--- config.mk ---
export PLATFORM = sky130hd
export DESIGN_NAME = leddc_serial_tx_flat
export DESIGN_NICKNAME = d
export VERILOG_FILES = /design/src/rtl/leddc_serial_tx_if.sv /design/src/rtl/leddc_serial_tx.sv /design/src/flat_wrapper.sv
export SDC_FILE = /design/constraint.sdc
export NUM_CORES = 1
export LEC_CHECK = 0
export ABC_AREA = 1
export BUFFER_PORTS_ARGS = -buffer_cell sky130_fd_sc_hd__buf_4
export CORE_AREA = 2 2 121 123
export CTS_BUF_LIST = sky130_fd_sc_hd__clkbuf_2 sky130_fd_sc_hd__clkbuf_4 sky130_fd_sc_hd__clkbuf_8
export DETAILED_ROUTE_END_ITERATION = 16
export DIE_AREA = 0 0 123 125
export PLACE_DENSITY_LB_ADDON = 0.2
export SLEW_MARGIN = 20
export SYNTH_ARGS = -nofsm -noshare
export SYNTH_HDL_FRONTEND = slang
export SYNTH_SLANG_ARGS = --single-unit
--- constraint.sdc ---
create_clock -name DCK -period 2.8 [get_ports DCK]
set_input_delay 0.14 -clock DCK [delete_from_list [all_inputs] [get_ports DCK]]
set_output_delay 0.14 -clock DCK [all_outputs]
set_load 0.01 [all_outputs]
--- src/rtl/leddc_serial_tx_if.sv ---
`default_nettype none
// ============================================================================
// Module      : leddc_serial_tx_if
// Description : Bundles the gray-word feed (valid/ready), the enable control
//               and the serial/status outputs of leddc_serial_tx.
//               master : source/observer side (drives data, valid, enable)
//               slave  : serialiser side (drives ready, DAI, DEN, status)
// Signals     : pix_data[WORD_W], pix_valid, pix_ready, enable,
//               DAI, DEN, frame_done, underrun, word_cnt[10]
// Revision    : 1.0 - initial release
// ============================================================================
interface leddc_serial_tx_if #(
    parameter int WORD_W = 16
);
    logic [WORD_W-1:0] pix_data;
    logic              pix_valid;
    logic              pix_ready;
    logic              enable;
    logic              DAI;
    logic              DEN;
    logic              frame_done;
    logic              underrun;
    logic [9:0]        word_cnt;

    modport master (
        output pix_data, pix_valid, enable,
        input  pix_ready, DAI, DEN, frame_done, underrun, word_cnt
    );

    modport slave (
        input  pix_data, pix_valid, enable,
        output pix_ready, DAI, DEN, frame_done, underrun, word_cnt
    );
endinterface
`default_nettype wire

--- src/rtl/leddc_serial_tx.sv ---
`default_nettype none
// ============================================================================
// Module      : leddc_serial_tx
// Description : Upstream feeder for the LED display controller. Buffers
//               gray words in a small FIFO and serialises them LSB-first on
//               DAI, framed by DEN (high for exactly WORD_W DCK cycles per
//               word). After FRAME_WORDS words, DEN is held low for
//               FRAME_GAP cycles of blanking.
// Ports       : DCK        - serial data clock, all logic on rising edge
//               rst_n      - synchronous reset, active low
//               bus        - slave modport: pix_data/pix_valid/pix_ready feed,
//                            enable, DAI, DEN, frame_done, underrun, word_cnt
// Revision    : 1.0 - initial release
// ============================================================================
module leddc_serial_tx #(
    parameter int WORD_W      = 16,
    parameter int FRAME_WORDS = 512,
    parameter int FRAME_GAP   = 4,
    parameter int FIFO_DEPTH  = 4
) (
    input  wire logic         DCK,
    input  wire logic         rst_n,
    leddc_serial_tx_if.slave  bus
);

    localparam int c_AW = (FIFO_DEPTH > 1) ? $clog2(FIFO_DEPTH) : 1;
    localparam int c_BW = (WORD_W > 1) ? $clog2(WORD_W) : 1;
    localparam int c_GW = (FRAME_GAP > 1) ? $clog2(FRAME_GAP) : 1;
    localparam int c_SW = WORD_W - 1;

    localparam logic [c_AW:0]   c_DEPTH     = FIFO_DEPTH[c_AW:0];
    localparam logic [c_BW-1:0] c_BIT_LAST  = c_BW'(WORD_W - 1);
    localparam logic [c_BW-1:0] c_BIT_PEN   = c_BW'(WORD_W - 2);
    localparam logic [9:0]      c_WORD_LAST = 10'(FRAME_WORDS - 1);
    localparam logic [c_GW-1:0] c_GAP_LAST  = c_GW'((FRAME_GAP > 0) ? FRAME_GAP - 1 : 0);

    typedef enum logic [1:0] {
        ST_IDLE  = 2'd0,
        ST_SHIFT = 2'd1,
        ST_GAP   = 2'd2
    } state_t;

    // ------------------------------------------------------------------
    // Input FIFO
    // ------------------------------------------------------------------
    logic [WORD_W-1:0] r_mem [FIFO_DEPTH];
    logic [c_AW-1:0]   r_wr_ptr;
    logic [c_AW-1:0]   r_rd_ptr;
    logic [c_AW:0]     r_count;
    logic              w_full;
    logic              w_empty;
    logic              w_push;
    logic              w_pop;
    logic [WORD_W-1:0] w_head;

    assign w_full        = (r_count == c_DEPTH);
    assign w_empty       = (r_count == '0);
    assign w_head        = r_mem[r_rd_ptr];
    // Held low during reset so no word is accepted into a FIFO being cleared.
    assign bus.pix_ready = rst_n & ~w_full;
    assign w_push        = bus.pix_valid & bus.pix_ready;

    always_ff @(posedge DCK) begin
        if (w_push) begin
            r_mem[r_wr_ptr] <= bus.pix_data;
        end
    end

    always_ff @(posedge DCK) begin
        if (!rst_n) begin
            r_wr_ptr <= '0;
            r_rd_ptr <= '0;
            r_count  <= '0;
        end else begin
            if (w_push) begin
                r_wr_ptr <= r_wr_ptr + 1'b1;
            end
            if (w_pop) begin
                r_rd_ptr <= r_rd_ptr + 1'b1;
            end
            case ({w_push, w_pop})
                2'b10:   r_count <= r_count + 1'b1;
                2'b01:   r_count <= r_count - 1'b1;
                default: r_count <= r_count;
            endcase
        end
    end

    // ------------------------------------------------------------------
    // Serialiser FSM
    // ------------------------------------------------------------------
    state_t            r_state;
    state_t            w_state_nxt;
    // Bits still to be sent after the one currently on DAI.
    logic [c_SW-1:0]   r_shift;
    logic [c_SW-1:0]   w_shift_nxt;
    logic [c_BW-1:0]   r_bit_cnt;
    logic [c_BW-1:0]   w_bit_cnt_nxt;
    logic [9:0]        r_word_cnt;
    logic [9:0]        w_word_cnt_nxt;
    logic [c_GW-1:0]   r_gap_cnt;
    logic [c_GW-1:0]   w_gap_cnt_nxt;
    logic              r_dai;
    logic              w_dai_nxt;
    logic              r_den;
    logic              w_den_nxt;
    logic              r_frame_done;
    logic              w_frame_done_nxt;
    logic              r_underrun;
    logic              w_underrun_nxt;
    logic              w_try_start;

    always_ff @(posedge DCK) begin
        if (!rst_n) begin
            r_state <= ST_IDLE;
        end else begin
            r_state <= w_state_nxt;
        end
    end

    always_comb begin
        w_state_nxt      = r_state;
        w_shift_nxt      = r_shift;
        w_bit_cnt_nxt    = r_bit_cnt;
        w_word_cnt_nxt   = r_word_cnt;
        w_gap_cnt_nxt    = r_gap_cnt;
        w_dai_nxt        = 1'b0;
        w_den_nxt        = 1'b0;
        w_frame_done_nxt = 1'b0;
        w_underrun_nxt   = r_underrun;
        w_pop            = 1'b0;
        w_try_start      = 1'b0;

        case (r_state)
            ST_IDLE: begin
                w_try_start = 1'b1;
            end

            ST_SHIFT: begin
                if (r_bit_cnt != c_BIT_LAST) begin
                    w_shift_nxt   = r_shift >> 1;
                    w_dai_nxt     = r_shift[0];
                    w_den_nxt     = 1'b1;
                    w_bit_cnt_nxt = r_bit_cnt + 1'b1;
                    // Registered so the pulse lines up with the last bit on DAI.
                    w_frame_done_nxt = (r_bit_cnt == c_BIT_PEN) &&
                                       (r_word_cnt == c_WORD_LAST);
                end else if (r_word_cnt == c_WORD_LAST) begin
                    // Frame boundary: never flags underrun.
                    w_word_cnt_nxt = '0;
                    if (FRAME_GAP > 0) begin
                        w_state_nxt   = ST_GAP;
                        w_gap_cnt_nxt = '0;
                    end else begin
                        w_try_start = 1'b1;
                    end
                end else begin
                    w_word_cnt_nxt = r_word_cnt + 10'd1;
                    w_try_start    = 1'b1;
                    if (bus.enable && w_empty) begin
                        w_underrun_nxt = 1'b1;
                    end
                end
            end

            ST_GAP: begin
                if (r_gap_cnt == c_GAP_LAST) begin
                    w_try_start = 1'b1;
                end else begin
                    w_gap_cnt_nxt = r_gap_cnt + 1'b1;
                end
            end

            default: begin
                w_state_nxt = ST_IDLE;
            end
        endcase

        // Shared word-start rule: back-to-back words leave DEN high.
        if (w_try_start) begin
            if (bus.enable && !w_empty) begin
                w_pop         = 1'b1;
                w_shift_nxt   = w_head[WORD_W-1:1];
                w_dai_nxt     = w_head[0];
                w_den_nxt     = 1'b1;
                w_bit_cnt_nxt = '0;
                w_state_nxt   = ST_SHIFT;
            end else begin
                w_state_nxt   = ST_IDLE;
            end
        end
    end

    always_ff @(posedge DCK) begin
        if (!rst_n) begin
            r_shift      <= '0;
            r_bit_cnt    <= '0;
            r_word_cnt   <= '0;
            r_gap_cnt    <= '0;
            r_dai        <= 1'b0;
            r_den        <= 1'b0;
            r_frame_done <= 1'b0;
            r_underrun   <= 1'b0;
        end else begin
            r_shift      <= w_shift_nxt;
            r_bit_cnt    <= w_bit_cnt_nxt;
            r_word_cnt   <= w_word_cnt_nxt;
            r_gap_cnt    <= w_gap_cnt_nxt;
            r_dai        <= w_dai_nxt;
            r_den        <= w_den_nxt;
            r_frame_done <= w_frame_done_nxt;
            r_underrun   <= w_underrun_nxt;
        end
    end

    assign bus.DAI        = r_dai;
    assign bus.DEN        = r_den;
    assign bus.frame_done = r_frame_done;
    assign bus.underrun   = r_underrun;
    assign bus.word_cnt   = r_word_cnt;

endmodule
`default_nettype wire

--- src/flat_wrapper.sv ---
// flat-port wrapper written by rule: the top's interface ports become plain ports
module leddc_serial_tx_flat 
#(
    parameter int WORD_W      = 16,
    parameter int FRAME_WORDS = 512,
    parameter int FRAME_GAP   = 4,
    parameter int FIFO_DEPTH  = 4
)
  (DCK, rst_n, bus_pix_data, bus_pix_valid, bus_enable, bus_pix_ready, bus_DAI, bus_DEN, bus_frame_done, bus_underrun, bus_word_cnt);
  leddc_serial_tx_if #(.WORD_W(WORD_W)) bus_i ();
  input  wire logic DCK;
  input  wire logic rst_n;
  input wire logic [$bits(bus_i.pix_data)-1:0] bus_pix_data;
  input wire logic [$bits(bus_i.pix_valid)-1:0] bus_pix_valid;
  input wire logic [$bits(bus_i.enable)-1:0] bus_enable;
  output wire logic [$bits(bus_i.pix_ready)-1:0] bus_pix_ready;
  output wire logic [$bits(bus_i.DAI)-1:0] bus_DAI;
  output wire logic [$bits(bus_i.DEN)-1:0] bus_DEN;
  output wire logic [$bits(bus_i.frame_done)-1:0] bus_frame_done;
  output wire logic [$bits(bus_i.underrun)-1:0] bus_underrun;
  output wire logic [$bits(bus_i.word_cnt)-1:0] bus_word_cnt;
  assign bus_i.pix_data = bus_pix_data;
  assign bus_i.pix_valid = bus_pix_valid;
  assign bus_i.enable = bus_enable;
  assign bus_pix_ready = bus_i.pix_ready;
  assign bus_DAI = bus_i.DAI;
  assign bus_DEN = bus_i.DEN;
  assign bus_frame_done = bus_i.frame_done;
  assign bus_underrun = bus_i.underrun;
  assign bus_word_cnt = bus_i.word_cnt;
  leddc_serial_tx #(.WORD_W(WORD_W), .FRAME_WORDS(FRAME_WORDS), .FRAME_GAP(FRAME_GAP), .FIFO_DEPTH(FIFO_DEPTH)) u_core (.DCK(DCK), .rst_n(rst_n), .bus(bus_i));
endmodule
# --- Word level (Yosys, flattened, before mapping) ---
# Memory sizes are Yosys's and may differ from the RTL's. A register that Yosys moved wholly into a read port is not among the register bits.
# Cells that the tools add are included.
classes:
  addsub: 7
  n_eq_ne: 15
  mux: 37
  bitwise_logic: 5
  n_reduce_logical: 14
ops:
  columns: ["operator", "count"]
  rows:
  - ["2-to-1 mux 15 bit", 4]
  - ["2-to-1 mux 1 bit", 16]
  - ["2-to-1 mux 2 bit", 8]
  - ["2-to-1 mux 4 bit", 4]
  - ["adder 10 x 1 -> 10 bit, second input constant", 1]
  - ["== test 10 x 9 -> 1 bit, second input constant", 1]
  - ["2-to-1 mux 10 bit", 1]
  - ["one-hot mux 2 bit (2 select lines)", 2]
  - ["AND reduction 4 bit", 2]
  - ["adder 2 x 1 -> 2 bit, second input constant", 3]
  - ["== test 2 bit, second input constant", 3]
  - ["one-hot mux 3 bit (2 select lines)", 1]
  - ["AND reduction 3 bit", 2]
  - ["adder 4 x 1 -> 4 bit, second input constant", 1]
  - ["== test 2 x 1 -> 1 bit, second input constant", 2]
  - ["== test 4 bit, second input constant", 1]
  - ["inequality test 2 x 1 -> 1 bit, second input constant", 2]
  - ["inequality test 2 bit, second input constant", 2]
  - ["inequality test 4 bit, second input constant", 1]
  - ["nonzero test 2 bit", 2]
  - ["adder 3 x 1 -> 3 bit, second input constant", 1]
  - ["== test 3 bit, second input constant", 1]
  - ["logical AND 1 bit", 3]
  - ["logical NOT 3 bit", 1]
  - ["other kinds (10)", 13]
word_totals:
  register_bits: 44
  ram_bits: 64
  input_bits: 20
  out_inout_bits: 15
  word_cells: 91
  mem_count: 1
memory_table:
  columns: ["name", "depth", "width", "rd", "rd_clocked_by_memory_dff", "wr", "line_no", "source"]
  rows:
  - ["u_core.r_mem", 4, 16, 1, 1, 1, "leddc_serial_tx.sv:46", "logic [WORD_W-1:0] r_mem [FIFO_DEPTH];"]

# --- Longest topological paths before layout ---
# Gate-level depths: netlist of run 1.
depth:
  depth_word: 7
  depth_mapped: 15
  mapped_depth_nobuf: 15

# --- Worst setup path after synthesis of run 1 ---
# OpenSTA, ideal clock, no wires.
synth_path:
  path_type: "reg-to-reg"
  from: "register u_core.r_word_cnt[0], in the netlist u_core.bus.word_cnt[0]"
  to: "register u_core.r_count[2]"
  setup_ns: 0.122
  t_arrival_ns: 2.037
  slack_ns: 0.641
  stages_incl_launch_ff: 16
  period_less_slack_ns: 2.159
  cell_sequence: "dfxtp_1 -> ha_1 -> inv_1 -> nor2_1 -> nand3_2 -> nand2_1 -> nand2_2 -> nand2_4 -> inv_1 -> ha_1 -> inv_1 -> fa_1 -> a21oi_1 -> o21ai_0 -> o21ai_0 -> a21oi_1"
synth_via:
  elab_chain_cells: 7
  elab_cells_between_ends: 9
  cone_classes: "3 x eq/ne; 5 x mux; 1 x reduce/logical"
synth_rtl:
  columns: ["element", "line_no", "source"]
  rows:
  - ["start, declared", "leddc_serial_tx.sv:99", "logic [9:0] r_word_cnt;"]
  - ["start signal, assigned", "leddc_serial_tx.sv:207", "r_word_cnt <= w_word_cnt_nxt;"]
  - ["== test 10 x 9 -> 1 bit (*)", "leddc_serial_tx.sv:148", "end else if (r_word_cnt == c_WORD_LAST) begin"]
  - ["2-to-1 mux 1 bit (*)", "leddc_serial_tx.sv:148", null]
  - ["2-to-1 mux 1 bit (*)", "leddc_serial_tx.sv:140", "if (r_bit_cnt != c_BIT_LAST) begin"]
  - ["one-hot mux 1 bit (3 select lines) (*)", "leddc_serial_tx.sv:134", "case (r_state)"]
  - ["2-to-1 mux 1 bit (*)", "leddc_serial_tx.sv:180", "if (w_try_start) begin"]
  - ["named net u_core.w_pop", "leddc_serial_tx.sv:53", "logic w_pop;"]
  - ["== test 2 x 1 -> 1 bit / == test 2 bit (equally long branches)", "leddc_serial_tx.sv:81", "case ({w_push, w_pop})"]
  - ["one-hot mux 3 bit (2 select lines) / nonzero test 2 bit (equally long branches)", null, null]
  - ["end signal, assigned", "leddc_serial_tx.sv:82", "2'b10: r_count <= r_count + 1'b1;"]
  - ["end signal, assigned", "leddc_serial_tx.sv:83", "2'b01: r_count <= r_count - 1'b1;"]
  - ["end signal, assigned", "leddc_serial_tx.sv:84", "default: r_count <= r_count;"]
  - ["end, declared", "leddc_serial_tx.sv:49", "logic [c_AW:0] r_count;"]
# Mark *: on every way through the listed nets, which the timed path passes. The rest lies on a longest branch.
# A chain may end at the register's enable or synchronous reset.

# --- Final worst setup path of run 1 ---
layout_path:
  from: "register u_core.r_word_cnt[1], in the netlist u_core.bus.word_cnt[1]"
  to: "register u_core.r_count[2]"
# Same word-level chain as after synthesis.

==> flow_summary.yaml, run 1 <==
run_status:
  status: "complete, no violations"
flow_run:
  maxCapViolations: 0
synth:
  synth_edf_count: 64
  synth_cell_types: 35
  synth_seq_cells: 110
  ys.flop_type: "edfxtp_1"
  synth_area_leaders: "edfxtp_1 (40%), dfxtp_1 (19%), nand2_1 (6.5%)"
  yosys.area.top_type: "edfxtp_1"
  synth_nets: 531
  yosysWarnings: 0
  ys_seq_area_share_pct: 58.9
  synth_top_cell_area_share_pct: 39.8
  synthCells: 501
  synth_area_sq_um: 4830
  ys_async_sr_fraction_pct: 0
  avgSynthCellArea_sq_um: 9.63
cells_and_area:
  nFillCells: 1420
  register_area_sq_um: 2840
  diodes: 0
  multiInputGateArea_sq_um: 1640
  fin_nets: 583
  drive_gt1_share_pct: 17.0
  syn_to_final_growth_pct: 15.5
  instances_no_fill: 742
clock_tree:
  path_clk_slew_ns: 0.10
  h-tree-depth: 3
  clk_latency_ns: 0.38
  cts_hold_buffers: 16
  cts_setup_buffers: 0
  cts_tree: "built"
  clock-root-buffer: "clkbuf_8"
  cts.sinks: 110
  numCtsBuffers: 9
  clockBufferDepth: 2
  cts_resized: 0
power:
  cellLeakagePower_nw: 2.12
  p_per_area_nw_per_um2: 686
  ir_worst_vdd_v: 0.000342
grt:
  antenna_found_initial: 0
  grt_use_total_pct: 13.6
  grt_pass1_wl_mm: 16.3
  grt_start_max_net_pins: 33
  grt_pass1_vias: 3304
  gr-total-overflow: 0
timing:
  timing.slew.headroom_pct: 35.1
  drv_slew: 0
  fin_setup_tns_ns: 0
  finalSetupViolations: 0
  worst-slew-pin-transition_ns: 0.972
  fin_crit_ns: 2.28
  rsz0062_at_grt: "false"
  min_period_over_period_pct: 81.3
  skew_ns: 0.00822
  hold_violations: 0
  max_freq_mhz: 439
routing:
  wirelength_mm: 9.70
  drt_first_iter_violations: 120
  wl_met3_um: 263
  dr_wl_met2_mm: 4.52
  met1_length_mm: 4.76
  top_layer: "met4"
  route.detailed.drc: 0
  first_pass_iters: 6
  drt-vias-per-instance: 4.61
  wire_per_inst_um: 13.1
  antenna_left: 0
  dr_total_vias: 3424
worst_setup_path:
  startpoint_type: "register"
  critPathArrivalTime_ns: 2.55
  required_ns: 3.07
  crit_path_max_fanout: 4
  path_class: "reg2reg"
  end_kind: "register"
  reg2reg_slack_ns: 0.52
place:
  place_congestion: 0.825
  place.port_buffers: 34
  hpwl_mm: 6.13
  dpl.cell_count: 710
floorplanning:
  dieWidth_um: 123
  ios: 35
  fp-row-count: 44
  die_y_um: 125
  start_util_pct: 34.0
  core_sq_um: 14200
  dieArea_sq_um: 15400
worst_hold_path:
  min_path_type: "in2reg"
## metrics by stage
| step | util, % | hold WS, ns | setup slack (ns) | power [mW] | area [sq um] |
|---|---|---|---|---|---|
| 6_report | 39.2 | 0.146 | 0.523 | 3.82 | 5570 |
| 5_1_grt | 39.2 | 0.150 | 0.334 | 4.10 | 5570 |
| 4_1_cts | 39.2 | 0.121 | 0.547 | 3.89 | 5570 |
| 3_5_place_dp | 36.8 | 0.345 | 0.563 | 2.94 | 5230 |
| 3_3_place_gp | 36.8 | 0.341 | 0.597 | 2.92 | 5230 |
| 2_1_floorplan | - | 0.239 | 0.641 | 2.77 | 4830 |
## sequential cells by signal, indices dropped and copies added (netlist names), named ones only
name	flops
u_core.bus.underrun	1
u_core.r_gap_cnt	2
u_core.r_rd_ptr	2
u_core.r_mem	64
u_core.r_count	3
u_core.bus.frame_done	1
u_core.r_wr_ptr	2
u_core.bus.DEN	1
u_core.r_bit_cnt	4
u_core.r_state	2
u_core.bus.DAI	1
u_core.bus.word_cnt	10
u_core.r_shift	15
## area by class of cell
class	instances	area share, %
Sequential cell	110	51.0
Multi-Input combinational cell	320	29.4
Timing Repair Buffer	58	8.53
Tap cell	184	4.13
Inverter	54	3.64
Clock buffer	10	2.36
Clock inverter	6	0.965
## report_power, final
group          switching, mW  total [mW]  internal, mW
clock network          0.567       0.917         0.350
logic                  0.638       0.969         0.330
registers             0.0731        1.94          1.86
total                   1.28        3.82          2.54
## cells in the final DEF (no fill, tap or decap), drive strengths merged
cell         instances
nand4                3
fa                   1
dfxtp               46
o22ai               15
or2                  1
clkinvlp             1
ha                   9
nand2               92
clkinv               3
and3                 1
dlygate4sd3         16
o21ai               55
a22oi                1
buf                 42
o21a                 1
nor3                 9
inv                 56
clkbuf              10
nor2                93
edfxtp              64
xor2                 3
nand3               15
a21oi               21
## Yosys cell counts, types with 4 or more instances
library cell  instances
nor2_2                8
edfxtp_1             64
o21ai_2               7
nand3_1              13
ha_1                  9
nand2_2               7
a21oi_1              19
nor3_1                7
o22ai_1              15
nor2_1               82
dfxtp_1              46
inv_1                50
o21ai_0              48
buf_6                 4
nand2_1              83
clkbuf_1              8
## critical path, cell delays in order (launching register included)
cell     delay (ns)
dfxtp_1        0.35
ha_1           0.20
inv_1          0.09
nor2_1         0.07
nand3_2        0.10
nand2_1        0.07
nand2_2        0.10
nand2_4        0.05
inv_1          0.07
ha_1           0.14
inv_1          0.07
fa_1           0.38
a21oi_1        0.15
o21ai_0        0.11
o21ai_0        0.17
a21oi_1        0.06
## metal layers
layer / GRT usage, % / up-vias
li1: - / 1766
met1: 18.2 / 1602
met2: 21.6 / 46
met3: 3.15 / 10
met4: 4.61 / 0
met5: 0 / -
## final timing paths
path | from | to | cells past startpoint
max | u_core.bus.word_cnt[1] | u_core.r_count[2] | 15
min | bus_pix_valid | u_core.r_wr_ptr[0] | 3
max reg2reg | u_core.bus.word_cnt[1] | u_core.r_count[2] | 15
min reg2reg | u_core.bus.underrun | u_core.bus.underrun | 1
## cells by family after synthesis
| logic type | after synthesis | share of synthesized area (%) |
|---|---|---|
| AO/OA/AOI/OAI | 93 | 10.8 |
| XOR/XNOR | 3 | 0.545 |
| adder cells (fa/ha/maj) | 10 | 2.75 |
| buffers and inverters | 71 | 7.18 |
| flip-flops | 110 | 58.9 |
| AND/OR/NAND/NOR | 214 | 19.8 |
(Power assumes the default switching activity.)
==> run 2, diff against run 1 <==
==> constraint.sdc (replaced) <==
create_clock -name DCK -period 1.9 [get_ports DCK]
set_input_delay 0.095 -clock DCK [delete_from_list [all_inputs] [get_ports DCK]]
set_output_delay 0.095 -clock DCK [all_outputs]
set_load 0.01 [all_outputs]
==> run 2 against run 1 <==
The flow now finishes with violations (negative setup slack). Combinational power up 74%. Critical path type unchanged. Clock-buffer cell count unchanged. Largest power group unchanged. Highest routed layer unchanged. First-iteration DRC count up 92%. Cell count up 5.0%. Wire length up 3.4%. Total power up 56%.
==> flow_summary.yaml, run 2 (synthesis gave the netlist of run 1 again) <==
cells_and_area:
  register_area_sq_um: 2860
  final_cell_mix: "nand2_1 (82), nor2_1 (81), buf_4 (75), edfxtp_1 (64), inv_1 (47)"
  final_common_cell: "nand2_1"
  fin_nets: 620
  instances_no_fill: 779
  multiInputGateArea_sq_um: 1710
  largest_register: "u_core.r_mem"
  nFillCells: 1393
  diodes: 0
  fin_area_sq_um: 6010
  drive_gt1_share_pct: 25.9
  largest_reg_flops: 64
  syn_to_final_growth_pct: 24.6
floorplanning:
  dieWidth_um: 123
  start_util_pct: 34.0
  dieArea_sq_um: 15400
  core_sq_um: 14200
  die_y_um: 125
  ios: 35
  fp-row-count: 44
timing:
  finalSetupViolations: 2
  whs_ns: 0.139
  timing.slew.headroom_pct: 64.4
  fin_crit_ns: 1.93
  min_period_over_period_pct: 101
  worst-slew-pin-transition_ns: 0.533
  hold_violations: 0
  rsz0062_at_grt: "true"
  skew_ns: 0.00952
  drv_slew: 0
  max_freq_mhz: 519
  setup_ws_ns: -0.0273
place:
  hpwl_mm: 6.41
  dpl.cell_count: 743
  placed_area_sq_um: 5570
  pre_cts_ws_ns: -0.0548
  place.port_buffers: 34
  place_congestion: 0.770
grt:
  grt_start_max_net_pins: 33
  grt_use_total_pct: 14.2
  grt_pass1_vias: 3465
  antenna_found_initial: 0
  grt_pass1_wl_mm: 17.0
  gr-total-overflow: 0
worst_hold_path:
  hold_depth: 4
  min_path_type: "in2reg"
  whs_endpoint: "u_core.bus.word_cnt[1]"
  min_from: "rst_n"
flow_run:
  maxCapViolations: 0
worst_setup_path:
  reg2reg_depth: 12
  reg2reg_to: "u_core.r_count[2]"
  reg2reg_slack_ns: -0.03
  path_class: "reg2reg"
  critPathArrivalTime_ns: 2.22
  crit_path_max_fanout: 2
  required_ns: 2.19
  startpoint_type: "register"
  reg2reg_from: "u_core.r_gap_cnt[0]"
  end_kind: "register"
power:
  p_per_area_nw_per_um2: 989
  finalPower_mw: 5.94
  ir_worst_vdd_v: 0.000643
  cellLeakagePower_nw: 2.33
run_status:
  violations: "negative setup slack"
  status: "complete, but fails checks"
clock_tree:
  numCtsBuffers: 9
  clk_latency_ns: 0.39
  cts_tree: "built"
  cts.sinks: 110
  clock-root-buffer: "clkbuf_8"
  clockBufferDepth: 2
  h-tree-depth: 3
  path_clk_slew_ns: 0.11
routing:
  wire_per_inst_um: 12.9
  antenna_left: 0
  dr_total_vias: 3517
  drt_first_iter_violations: 230
  route.detailed.drc: 0
  drt-vias-per-instance: 4.51
  first_pass_iters: 4
  wirelength_mm: 10.0
==> run 2: cell count changes in the layout (fill, tap and decap cells not counted), moves of 3 or more <==
| cell | change |
|---|---|
| dfxtp_2 | +9 |
| dfxtp_1 | -11 |
| buf_12 | +4 |
| inv_1 | -3 |
| inv_6 | +3 |
| ha_1 | -4 |
| buf_4 | +33 |
| ha_4 | +4 |
==> run 2: how the worst max path moves through the flow <==
stage                             end                    from  slack (ns)  depth (start not counted)
floorplan           u_core.r_count[1]  u_core.bus.word_cnt[1]       -0.06                         14
global route        u_core.r_count[2]     u_core.r_gap_cnt[0]       -0.11                         12
global placement    u_core.r_count[1]     u_core.r_gap_cnt[0]      -0.008                         11
finish              u_core.r_count[2]     u_core.r_gap_cnt[0]       -0.03                         12
CTS                 u_core.r_count[2]  u_core.bus.word_cnt[0]       -0.01                         15
detailed placement  u_core.r_count[2]     u_core.r_gap_cnt[0]       -0.05                         12
==> run 2: power by group <==
part | switching (mW) | internal [mW] | leakage [nW] | total [mW]
Sequential | 0.101 | 2.75 | 0.961 | 2.85
Clock | 0.864 | 0.548 | 0.101 | 1.41
Combinational | 1.02 | 0.667 | 1.26 | 1.69
==> run 2: stage by stage <==
stage	utilization, %	setup TNS [ns]
2_1_floorplan	-	-2.44
3_5_place_dp	39.2	-0.109
3_3_place_gp	39.2	-0.00806
6_report	42.3	-0.0386
5_1_grt	42.3	-0.212
4_1_cts	42.2	-0.0264
==> run 2: what timing repair did <==
action,4_1_cts,5_1_grt
endpoints found under the setup margin,2,2
setup buffers,4,0
hold buffers,16,0
gates resized for setup,10,2
endpoints found under the hold margin,64,0
pin swaps,2,1
==> run 2: final cells by class <==
type	count	share of cell area, %
clock buffer	10	2.29
tap	184	3.83
inverter	54	3.46
timing repair buffer	95	13.4
multi-input combinational	320	28.5
clock inverter	6	0.999
sequential	110	47.6
==> run 2: worst max-delay path: stages (launching register included) <==
cell     delay, ns
dfxtp_2       0.37
ha_4          0.16
a21oi_4       0.07
nor3_4        0.21
nand2_4       0.08
inv_4         0.06
ha_4          0.12
inv_2         0.04
fa_2          0.33
a21oi_1       0.12
o21ai_1       0.09
o21ai_1       0.13
a21oi_1       0.05
==> run 2: per-layer routing <==
| metal | vias to the layer above | part of all wire [%] | GRT usage (%) |
|---|---|---|---|
| met2 | 58 | 47 | 23.0 |
| met1 | 1616 | 47 | 18.5 |
| met4 | 0 | 1.8 | 6.15 |
| met3 | 11 | 3.9 | 2.74 |
| met5 | - | 0 | 0 |
| li1 | 1832 | - | - |
==> run 3, diff against run 2 <==
--- a/config.mk
+++ b/config.mk
@@ -7,10 +7,10 @@
 export LEC_CHECK = 0
 export ABC_AREA = 1
 export BUFFER_PORTS_ARGS = -buffer_cell sky130_fd_sc_hd__buf_4
-export CORE_AREA = 2 2 121 123
+export CORE_AREA = 2 2 113 115
 export CTS_BUF_LIST = sky130_fd_sc_hd__clkbuf_2 sky130_fd_sc_hd__clkbuf_4 sky130_fd_sc_hd__clkbuf_8
 export DETAILED_ROUTE_END_ITERATION = 16
-export DIE_AREA = 0 0 123 125
+export DIE_AREA = 0 0 115 117
 export PLACE_DENSITY_LB_ADDON = 0.2
 export SLEW_MARGIN = 20
 export SYNTH_ARGS = -nofsm -noshare
==> run 3 against run 2 <==
The flow still finishes with violations (negative setup slack). Sequential power about the same. Clock power shrank 4%. Cell count is 4.4% lower. Wire length down 1.5%. Combinational power barely moved. Clock skew is 0.0024 ns higher. Critical endpoint unchanged. Critical path type unchanged. Global-route usage increased by 1.2 points. Cell area decreased by 0.62%. Largest power group unchanged. Non-clock buffer count stayed put. Total power decreased by 1.2%.
==> flow_summary.yaml, run 3 (synthesis gave the netlist of run 1 again) <==
run_status:
  status: "complete, but fails checks"
  violations: "negative setup slack"
cells_and_area:
  final_common_cell: "nand2_1"
  fin_area_sq_um: 5970
  largest_reg_flops: 64
  register_area_sq_um: 2860
  multiInputGateArea_sq_um: 1720
  fin_nets: 620
  syn_to_final_growth_pct: 23.8
  diodes: 0
  instances_no_fill: 745
  drive_gt1_share_pct: 26.1
  largest_register: "u_core.r_mem"
  nFillCells: 1144
  final_cell_mix: "nand2_1 (82), nor2_1 (81), buf_4 (75), edfxtp_1 (64), inv_1 (47)"
floorplanning:
  core_sq_um: 12300
  start_util_pct: 39.2
  dieWidth_um: 115
  dieArea_sq_um: 13500
  fp-row-count: 41
  die_y_um: 117
  ios: 35
routing:
  antenna_left: 0
  wirelength_mm: 9.87
  route.detailed.drc: 0
  drt_first_iter_violations: 200
  dr_total_vias: 3514
  drt-vias-per-instance: 4.72
  first_pass_iters: 4
  wire_per_inst_um: 13.3
timing:
  setup_ws_ns: -0.0382
  finalSetupViolations: 2
  worst-slew-pin-transition_ns: 0.487
  hold_violations: 0
  drv_slew: 0
  max_freq_mhz: 516
  min_period_over_period_pct: 102
  rsz0062_at_grt: "true"
  skew_ns: 0.0119
  fin_crit_ns: 1.94
  timing.slew.headroom_pct: 67.6
  whs_ns: 0.145
worst_hold_path:
  min_path_type: "in2reg"
worst_setup_path:
  crit_path_max_fanout: 2
  required_ns: 2.18
  path_class: "reg2reg"
  critPathArrivalTime_ns: 2.22
  end_kind: "register"
  startpoint_type: "register"
clock_tree:
  clock-root-buffer: "clkbuf_8"
  clk_latency_ns: 0.38
  numCtsBuffers: 9
  cts.sinks: 110
  path_clk_slew_ns: 0.11
  cts_tree: "built"
  clockBufferDepth: 2
  h-tree-depth: 3
power:
  ir_worst_vdd_v: 0.000609
  p_sw_share_pct: 33.6
  clkPwrFrac_pct: 23.1
  p_int_mw: 3.90
  cellLeakagePower_nw: 2.32
  p_comb_share_pct: 28.4
  seqPwrFrac_pct: 48.5
  p_per_area_nw_per_um2: 983
  finalPower_mw: 5.87
  power.net_switching_mw: 1.97
place:
  placed_area_sq_um: 5530
  place.port_buffers: 34
  place_congestion: 0.765
  hpwl_mm: 6.25
  dpl.cell_count: 709
grt:
  grt_use_total_pct: 15.5
  antenna_found_initial: 0
  grt_start_max_net_pins: 33
  gr-total-overflow: 0
  grt_pass1_wl_mm: 16.1
  grt_pass1_vias: 3392
flow_run:
  maxCapViolations: 0
[run 3: routing by layer]
| layer | share of wire (%) | global-route usage [%] |
|---|---|---|
| met3 | 3.7 | 3.55 |
| met4 | 1.1 | 4.98 |
| met2 | 49 | 26.5 |
| met1 | 46 | 19.6 |
| met5 | 0 | 0 |
[run 3: path summary, 6_finish.rpt]
| path | to | startpoint | slack (ns) | cells past startpoint |
|---|---|---|---|---|
| min reg2reg | u_core.bus.underrun | u_core.bus.underrun | 0.48 | 1 |
| min | u_core.r_count[1] | rst_n | 0.14 | 4 |
| max reg2reg | u_core.r_count[2] | u_core.r_gap_cnt[0] | -0.04 | 12 |
| max | u_core.r_count[2] | u_core.r_gap_cnt[0] | -0.04 | 12 |
[run 3: metrics by stage]
step                setup WS, ns  util, %  setup TNS (ns)
floorplan                -0.0563        -           -2.44
global placement        -0.00528     44.9        -0.00528
detailed placement       -0.0733     44.9          -0.117
CTS                      -0.0307     48.4         -0.0476
global route              -0.126     48.5          -0.217
finish                   -0.0382     48.5         -0.0547
[run 3: cell type report]
type / count / share of cell area [%]
inverters: 54 / 3.48
multi-input cells: 320 / 28.8
well taps: 150 / 3.14
clock inverters: 7 / 1.11
repair buffers: 95 / 13.4
clock buffers: 9 / 2.07
flip-flops and latches: 110 / 47.9
[run 3: power by group through the flow]
stage | sequential (mW) | combinational [mW] | clock, mW
6_report | 2.85 | 1.67 | 1.35
5_1_grt | 2.87 | 1.91 | 1.49
4_1_cts | 2.85 | 1.68 | 1.42
3_5_place_dp | 2.90 | 1.60 | 0
3_3_place_gp | 2.90 | 1.56 | 0
2_1_floorplan | 2.91 | 1.19 | 0
[run 3: timing repair]
action / CTS / global route
setup buffers: 4 / 0
pin swaps: 3 / 1
hold buffers: 16 / 0
gates resized for setup: 12 / 3
hold endpoints to repair: 64 / 0
endpoints found under the setup margin: 2 / 2
[run 3: critical path: stages, from the launching register on]
cell	delay, ns
dfxtp_2	0.37
ha_4	0.16
a21oi_4	0.06
nor3_4	0.22
nand2_4	0.08
inv_4	0.06
ha_4	0.12
inv_2	0.04
fa_2	0.35
a21oi_2	0.14
o21ai_2	0.07
o21ai_1	0.12
a21oi_1	0.05
